### config.mk
export PLATFORM = sky130hd
export DESIGN_NAME = fetch_unit
export DESIGN_NICKNAME = d
export VERILOG_FILES = /design/src/rtl/fetch_unit_pkg.sv /design/src/rtl/fetch_unit_btb.sv /design/src/rtl/fetch_unit.sv
export SDC_FILE = /design/constraint.sdc
export NUM_CORES = 1
export LEC_CHECK = 0
export BUFFER_PORTS_ARGS = -buffer_cell sky130_fd_sc_hd__buf_4
export CAP_MARGIN = 20
export CORE_ASPECT_RATIO = 0.8
export CORE_MARGIN = 2
export CORE_UTILIZATION = 61
export CTS_CLUSTER_SIZE = 24
export DETAILED_ROUTE_END_ITERATION = 10
export PLACE_DENSITY = 0.79
export SETUP_SLACK_MARGIN = 0.05
export SYNTH_ARGS = -nofsm -noshare
export SYNTH_HDL_FRONTEND = slang
export SYNTH_SLANG_ARGS = --single-unit
### constraint.sdc
create_clock -name clk -period 4.2 [get_ports clk]
set_input_delay 0.63 -clock clk [delete_from_list [all_inputs] [get_ports clk]]
set_output_delay 0.63 -clock clk [all_outputs]
set_load 0.03 [all_outputs]
### src/rtl/fetch_unit_pkg.sv
// Shared constants for the TSC instruction-fetch stage.
package fetch_unit_pkg;

  // Unused R-type function code; the decoder treats it as "do nothing".
  localparam logic [15:0] INST_NOP = 16'hF01F;

  typedef enum logic [1:0] {
    FETCH_FETCH = 2'd0,
    FETCH_HOLD  = 2'd1,
    FETCH_ABORT = 2'd2
  } fetch_state_t;

endpackage

### src/rtl/fetch_unit_btb.sv
// Direct-mapped branch target buffer with one combinational lookup port
// and one synchronous update port (lookup sees the pre-update entry).
module fetch_unit_btb
  import fetch_unit_pkg::*;
#(
  parameter int BTB_IDX_W = 4,
  parameter int WORD_SIZE = 16
) (
  input  logic                 clk,
  input  logic                 reset,
  input  logic [WORD_SIZE-1:0] lookup_pc,
  output logic                 hit,
  output logic [WORD_SIZE-1:0] target,
  input  logic                 update,
  input  logic [WORD_SIZE-1:0] update_pc,
  input  logic [WORD_SIZE-1:0] update_target,
  input  logic                 update_taken
);

  localparam int ENTRIES = 1 << BTB_IDX_W;
  localparam int TAG_W   = WORD_SIZE - BTB_IDX_W;

  logic [ENTRIES-1:0]   valid;
  logic [TAG_W-1:0]     tags    [ENTRIES];
  logic [WORD_SIZE-1:0] targets [ENTRIES];

  logic [BTB_IDX_W-1:0] lookup_idx, update_idx;
  logic [TAG_W-1:0]     lookup_tag, update_tag;

  assign lookup_idx = lookup_pc[BTB_IDX_W-1:0];
  assign lookup_tag = lookup_pc[WORD_SIZE-1:BTB_IDX_W];
  assign update_idx = update_pc[BTB_IDX_W-1:0];
  assign update_tag = update_pc[WORD_SIZE-1:BTB_IDX_W];

  // Lookup: hit needs a valid entry whose tag matches the fetch PC.
  always_comb begin
    hit    = valid[lookup_idx] && (tags[lookup_idx] == lookup_tag);
    target = targets[lookup_idx];
  end

  // Valid bits: install on taken, invalidate only when the tag matches.
  always_ff @(posedge clk or posedge reset) begin
    if (reset) begin
      valid <= '0;
    end else if (update) begin
      if (update_taken) begin
        valid[update_idx] <= 1'b1;
      end else if (tags[update_idx] == update_tag) begin
        valid[update_idx] <= 1'b0;
      end
    end
  end

  // Tag/target payload: qualified by valid, so it needs no reset.
  always_ff @(posedge clk) begin
    if (update && update_taken) begin
      tags[update_idx]    <= update_tag;
      targets[update_idx] <= update_target;
    end
  end

endmodule

### src/rtl/fetch_unit.sv
// IF stage: PC, instruction-memory handshake, BTB next-PC prediction,
// a one-word fetch buffer for stalls, and the IF/ID register.
module fetch_unit
  import fetch_unit_pkg::*;
#(
  parameter int                   WORD_SIZE = 16,
  parameter int                   BTB_IDX_W = 4,
  parameter logic [WORD_SIZE-1:0] RESET_PC  = '0
) (
  input  logic                 clk,
  input  logic                 reset,
  input  logic                 pc_write,
  input  logic                 ir_write,
  input  logic                 flush_if,
  input  logic                 redirect_valid,
  input  logic [WORD_SIZE-1:0] redirect_pc,
  input  logic                 btb_update,
  input  logic [WORD_SIZE-1:0] btb_update_pc,
  input  logic [WORD_SIZE-1:0] btb_update_target,
  input  logic                 btb_update_taken,
  output logic                 i_readM,
  output logic [WORD_SIZE-1:0] i_address,
  input  logic [WORD_SIZE-1:0] i_data,
  input  logic                 i_ready,
  output logic [WORD_SIZE-1:0] ir_id,
  output logic [WORD_SIZE-1:0] pc_id,
  output logic [WORD_SIZE-1:0] pred_pc_id,
  output logic                 valid_id,
  output logic                 fetch_busy
);

  localparam logic [WORD_SIZE-1:0] ONE = {{(WORD_SIZE-1){1'b0}}, 1'b1};

  fetch_state_t         state;
  logic [WORD_SIZE-1:0] pc, next_pc, btb_target;
  logic [WORD_SIZE-1:0] buf_data, buf_next;
  logic [WORD_SIZE-1:0] load_data, load_next;
  logic                 btb_hit, advance, redirect, ir_load;

  fetch_unit_btb #(
    .BTB_IDX_W (BTB_IDX_W),
    .WORD_SIZE (WORD_SIZE)
  ) u_btb (
    .clk           (clk),
    .reset         (reset),
    .lookup_pc     (pc),
    .hit           (btb_hit),
    .target        (btb_target),
    .update        (btb_update),
    .update_pc     (btb_update_pc),
    .update_target (btb_update_target),
    .update_taken  (btb_update_taken)
  );

  assign next_pc    = btb_hit ? btb_target : pc + ONE;
  assign advance    = ir_write & pc_write;
  assign redirect   = redirect_valid & pc_write;
  assign i_address  = pc;
  // Reset kills the request asynchronously, even though reset state is FETCH.
  assign i_readM    = (state == FETCH_FETCH) && !reset;
  assign fetch_busy = ((state == FETCH_FETCH) && !i_ready) || (state == FETCH_ABORT);

  // Choose what (if anything) enters IF/ID: the live memory word or the buffer.
  always_comb begin
    ir_load   = 1'b0;
    load_data = i_data;
    load_next = next_pc;
    case (state)
      FETCH_FETCH: ir_load = !redirect && i_ready && advance;
      FETCH_HOLD: begin
        ir_load   = !redirect && advance;
        load_data = buf_data;
        load_next = buf_next;
      end
      default: ir_load = 1'b0;
    endcase
  end

  // Fetch FSM and PC; a redirect wins over any advance.
  always_ff @(posedge clk or posedge reset) begin
    if (reset) begin
      state <= FETCH_FETCH;
      pc    <= RESET_PC;
    end else begin
      case (state)
        FETCH_FETCH: begin
          if (redirect) begin
            pc    <= redirect_pc;
            state <= i_ready ? FETCH_FETCH : FETCH_ABORT;
          end else if (i_ready) begin
            if (advance) pc <= next_pc;
            else         state <= FETCH_HOLD;
          end
        end
        FETCH_HOLD: begin
          if (redirect) begin
            pc    <= redirect_pc;
            state <= FETCH_FETCH;
          end else if (advance) begin
            pc    <= buf_next;
            state <= FETCH_FETCH;
          end
        end
        FETCH_ABORT: begin
          if (redirect) pc <= redirect_pc;
          state <= FETCH_FETCH;
        end
        default: state <= FETCH_FETCH;
      endcase
    end
  end

  // Fetch buffer: capture the returned word and its prediction when IF/ID is stalled.
  always_ff @(posedge clk) begin
    if ((state == FETCH_FETCH) && i_ready && !redirect && !advance) begin
      buf_data <= i_data;
      buf_next <= next_pc;
    end
  end

  // IF/ID register; flush overrides a load on the same edge.
  always_ff @(posedge clk or posedge reset) begin
    if (reset) begin
      ir_id      <= INST_NOP;
      pc_id      <= '0;
      pred_pc_id <= '0;
      valid_id   <= 1'b0;
    end else if (flush_if) begin
      ir_id    <= INST_NOP;
      valid_id <= 1'b0;
    end else if (ir_load) begin
      ir_id      <= load_data;
      pc_id      <= pc;
      pred_pc_id <= load_next;
      valid_id   <= 1'b1;
    end
  end

endmodule

==> impl_results.html <==
<table>
<tr><th>Metric</th><th>Value</th></tr>
<tr><th colspan="2">Run status</th></tr>
<tr><td>Run status</td><td>finished, final reports clean</td></tr>
<tr><th colspan="2">Logic synthesis</th></tr>
<tr><td>Fraction of the mapped netlist area in adder cells</td><td>0.251%</td></tr>
<tr><td>Fraction of synthesized area in multiplexers</td><td>19.8%</td></tr>
<tr><td>Top post-synthesis cells by count</td><td>edfxtp_1 (480), mux4_2 (186), nand2_1 (142), dfrtp_1 (74), nor2_1 (54)</td></tr>
<tr><td>Leading cell types by total area after synthesis</td><td>edfxtp_1 (58%), mux4_2 (17%), dfrtp_1 (7.4%)</td></tr>
<tr><td>Top flip-flop cell by instance count after synthesis</td><td>edfxtp_1</td></tr>
<tr><td>Post-synthesis instance area</td><td>24900 sq um</td></tr>
<tr><td>Syn Inst Count</td><td>1458</td></tr>
<tr><td>XOR/XNOR share of the synthesized area</td><td>1.41%</td></tr>
<tr><td>Mean instance size in the synthesized netlist</td><td>17.1 sq um</td></tr>
<tr><td>Post-Synth Simple-Gate Area</td><td>5.98%</td></tr>
<tr><td>Cell taking the most area after synthesis</td><td>edfxtp_1</td></tr>
<tr><td>Share of the synthesized area in compound gates (AO/OA/AOI/OAI)</td><td>4.00%</td></tr>
<tr><td>Combinational family with the most area after synthesis</td><td>multiplexers</td></tr>
<tr><td>Synth Register Bits</td><td>563</td></tr>
<tr><td>Part of the Yosys area used for sequential elements</td><td>66.2%</td></tr>
<tr><td>Synthesized Nets</td><td>1536</td></tr>
<tr><td>Most repeated cell in the gate-level netlist after synthesis</td><td>edfxtp_1</td></tr>
<tr><td>Yosys warns</td><td>0</td></tr>
<tr><td>Share of synthesized registers carrying an async set or reset</td><td>14.7%</td></tr>
<tr><td>Number of unique standard cell types used by synthesis</td><td>58</td></tr>
<tr><td>Area fraction of the dominant cell type after synthesis</td><td>57.8%</td></tr>
<tr><td>Post-synth EDFFs</td><td>480</td></tr>
<tr><th colspan="2">Floorplan</th></tr>
<tr><td>Placeable Area</td><td>40500 sq um</td></tr>
<tr><td>Y dimension of the die</td><td>185 microns</td></tr>
<tr><td>I/O Pins</td><td>140</td></tr>
<tr><td>Std cell rows</td><td>66</td></tr>
<tr><td>Starting density of the core</td><td>61.6%</td></tr>
<tr><td>Overall die area</td><td>42500 sq um</td></tr>
<tr><td>Die Span X</td><td>230 microns</td></tr>
<tr><th colspan="2">Clock network</th></tr>
<tr><td>Buffer type at the clock tree root</td><td>clkbuf_16</td></tr>
<tr><td>Worst-case clock buffer depth</td><td>3</td></tr>
<tr><td>Hold buffer count at cts</td><td>0</td></tr>
<tr><td>Num CTS Buffers</td><td>54</td></tr>
<tr><td>Clock sinks</td><td>563</td></tr>
<tr><td>Clock insertion delay at the later pin of the skew report</td><td>0.60 ns</td></tr>
<tr><td>Maximum level of the CTS H-tree</td><td>2</td></tr>
<tr><td>Clock tree from TritonCTS</td><td>built</td></tr>
<tr><td>Clock edge transition at the registers on the reported setup and hold paths</td><td>0.06 ns</td></tr>
<tr><td>Gates resized, CTS repair</td><td>0</td></tr>
<tr><td>Buffers inserted by post-CTS timing repair</td><td>0</td></tr>
<tr><th colspan="2">Setup path</th></tr>
<tr><td>WS Path Type</td><td>flip-flop to flip-flop</td></tr>
<tr><td>Highest fanout seen on the critical path</td><td>23</td></tr>
<tr><td>Cell type group with the largest total delay on the critical path</td><td>multiplexers</td></tr>
<tr><td>Type of destination of the critical path</td><td>flip-flop</td></tr>
<tr><td>Max incr delay on CP</td><td>0.68 ns</td></tr>
<tr><td>Worst path required time</td><td>4.63 ns</td></tr>
<tr><td>Slowest-stage cell, CP</td><td>dfrtp_4</td></tr>
<tr><td>Series of cell instances along the critical path</td><td>mux4_2, mux2i_1, mux2_2, a21oi_1, nand4_1, nor4_4, buf_4, mux2i_1, o221ai_1</td></tr>
<tr><td>Startpoint type of the worst setup path</td><td>flip-flop</td></tr>
<tr><td>Worst endpoint data arrival time</td><td>4.36 ns</td></tr>
<tr><td>Path depth of the worst reg2reg path</td><td>9</td></tr>
<tr><td>End of the worst register-to-register path</td><td>i_address[3]</td></tr>
<tr><td>Worst reg-to-reg setup slack</td><td>0.28 ns</td></tr>
<tr><td>Cell with the most instances on the worst path</td><td>mux2i_1</td></tr>
<tr><td>Critical register-to-register path startpoint</td><td>i_address[1]</td></tr>
<tr><td>Buf+Inv Stages, Crit Path</td><td>1</td></tr>
<tr><th colspan="2">Timing</th></tr>
<tr><td>Final Setup Violations</td><td>0</td></tr>
<tr><td>Hold WS</td><td>0.226 ns</td></tr>
<tr><td>Largest clock skew in the final design</td><td>0.0170 ns</td></tr>
<tr><td>Max Clock Freq</td><td>0.255 GHz</td></tr>
<tr><td>Slew headroom</td><td>38.0%</td></tr>
<tr><td>Setup repair after global routing missed its margin</td><td>false</td></tr>
<tr><td>Setup TNS</td><td>0 ns</td></tr>
<tr><td>Worst Tran Pin Value</td><td>0.930 ns</td></tr>
<tr><td>Setup slack of the critical path after layout</td><td>0.276 ns</td></tr>
<tr><td>Max Transition Viols Final</td><td>0</td></tr>
<tr><td>Period minus WS final</td><td>3.92 ns</td></tr>
<tr><td>Period Utilization, post-route</td><td>93.4%</td></tr>
<tr><td>Final hold viol count</td><td>0</td></tr>
<tr><th colspan="2">Finish</th></tr>
<tr><td>Final Non-Filler Cells</td><td>2208</td></tr>
<tr><td>Share of post-route cells with drive strength above 1</td><td>30.7%</td></tr>
<tr><td>Layout-stage area growth over the synthesis result</td><td>14.8%</td></tr>
<tr><td>Post-layout net count</td><td>1696</td></tr>
<tr><td>Core Util, Final</td><td>70.7%</td></tr>
<tr><td>Antenna cells</td><td>0</td></tr>
<tr><td>Final non-filler cell area</td><td>28600 sq um</td></tr>
<tr><td># fillers</td><td>2517</td></tr>
<tr><th colspan="2">Global route</th></tr>
<tr><td>Via count of the first global-routing pass</td><td>14900</td></tr>
<tr><td>First-pass GRT wire length</td><td>97.4 mm</td></tr>
<tr><td>All-layer global routing usage</td><td>31.6%</td></tr>
<tr><td>Leftover overflow at the end of global routing</td><td>0</td></tr>
<tr><td>Antenna violations before repair</td><td>0</td></tr>
<tr><td>Largest net degree at the start of global routing</td><td>63</td></tr>
<tr><th colspan="2">Worst hold path</th></tr>
<tr><td>Hold path start</td><td>i_data[11]</td></tr>
<tr><td>Worst min-delay path class</td><td>input port to flip-flop</td></tr>
<tr><td>Hold Crit Endpoint</td><td>buf_data[11]</td></tr>
<tr><td>Worst hold path depth</td><td>1</td></tr>
<tr><th colspan="2">Route</th></tr>
<tr><td>Post-DR vias/cell</td><td>6.91</td></tr>
<tr><td>Total number of vias</td><td>15300</td></tr>
<tr><td>DRC violation count after routing</td><td>0</td></tr>
<tr><td>Wire length reported by the detailed router</td><td>65.9 mm</td></tr>
<tr><td>Drt wl/cell</td><td>29.8 microns</td></tr>
<tr><td>Iteration-0 DRC count of the detailed router</td><td>2157</td></tr>
<tr><td>Detail Route Antenna Nets</td><td>0</td></tr>
<tr><td>Number of search-and-repair iterations in the first detailed-routing pass</td><td>6</td></tr>
<tr><th colspan="2">Pwr</th></tr>
<tr><td>Worst vdd ir</td><td>481 uV</td></tr>
<tr><td>LEAKAGE</td><td>9.96 nW</td></tr>
<tr><td>Power after layout</td><td>18.1 mW</td></tr>
<tr><td>Total power per unit cell area</td><td>634 nW/um^2</td></tr>
<tr><th colspan="2">Placement</th></tr>
<tr><td>HPWL after DPL</td><td>40.6 mm</td></tr>
<tr><td>Pre-CTS setup slack</td><td>0.384 ns</td></tr>
<tr><td>Area post-placement</td><td>26900 sq um</td></tr>
<tr><td>DP Cell Count</td><td>2104</td></tr>
<tr><td>Port Buf Inserts</td><td>139</td></tr>
<tr><td>Routability-driven placement congestion ratio</td><td>0.917</td></tr>
<tr><th colspan="2">Flow run</th></tr>
<tr><td>Total of max-cap violations</td><td>0</td></tr>
</table>
worst max-delay path by stage:
stage	start	to	slack [ns]	depth (start not counted)
finish	i_address[1]	i_address[3]	0.28	9
global route	i_address[1]	i_address[3]	0.13	9
CTS	i_address[1]	i_address[3]	0.39	9
detailed placement	btb_update_pc[0]	flip-flop	0.38	9
global placement	i_address[0]	buf_next[4]	0.50	10
floorplan	btb_update_pc[1]	u_btb.tags[0][0]	0.39	5
worst reg2reg max path, stage by stage, from the launching register on:
cell	delay (ns)
dfrtp_4	0.68
mux4_2	0.59
mux2i_1	0.42
mux2_2	0.40
a21oi_1	0.18
nand4_1	0.19
nor4_4	0.28
buf_4	0.33
mux2i_1	0.48
o221ai_1	0.22
logic make-up (layout without fill, tap and decap cells):
group,count (synthesis),count (layout)
buf+inv,132,338
simple gates,318,318
compound gates,148,148
flops,563,563
mux,252,252
fa+ha+maj,5,5
xor+xnor,40,40
power breakdown:
part           switching, mW  internal (mW)  leakage [nW]
clock                   2.08           2.67         0.844
sequential             0.528           6.53          5.32
combinational           3.62           2.71          3.80
total                   6.23           11.9          9.96
layer usage:
metal	vias up	global-route usage (%)	part of all wire [%]
met5	-	0	0
li1	6159	-	-
met3	173	6.70	12
met1	7752	46.8	38
met2	1177	47.6	46
met4	0	10.7	3.4
flip-flops by register name, indices dropped and copies added (netlist names), named ones only:
register and cells:
u_btb.targets 256, pc_id 16, u_btb.tags 192, i_address 16
ir_id 16, buf_next 16, state 2, valid_id 1
pred_pc_id 16, buf_data 16
placed cells by master (no fill, tap or decap), drive strengths merged, types with 9 or more instances in the layout:
cell type  instances
a211o              9
a211oi             9
a21oi             24
a31oi             23
and3              10
buf              198
clkbuf            72
clkinv            23
dfrtp             74
dfstp              9
edfxtp           480
inv               39
mux2              10
mux2i             52
mux4             190
nand2            142
nand3             34
nand3b            12
nand4             10
nor2              54
nor2b              9
nor3              13
o21ai             34
xnor2             28
xor2              12
area by class of cell:
cell class | instances | area [sq um] | share of cell area [%]
Tap cell | 544 | 681 | 2.38
Clock inverter | 30 | 273 | 0.953
Sequential cell | 563 | 16500 | 57.7
Inverter | 37 | 140 | 0.490
Timing Repair Buffer | 199 | 1700 | 5.96
Clock buffer | 72 | 1440 | 5.03
Multi-Input combinational cell | 763 | 7860 | 27.5
No activity file was read; power rests on OpenSTA's default activity.
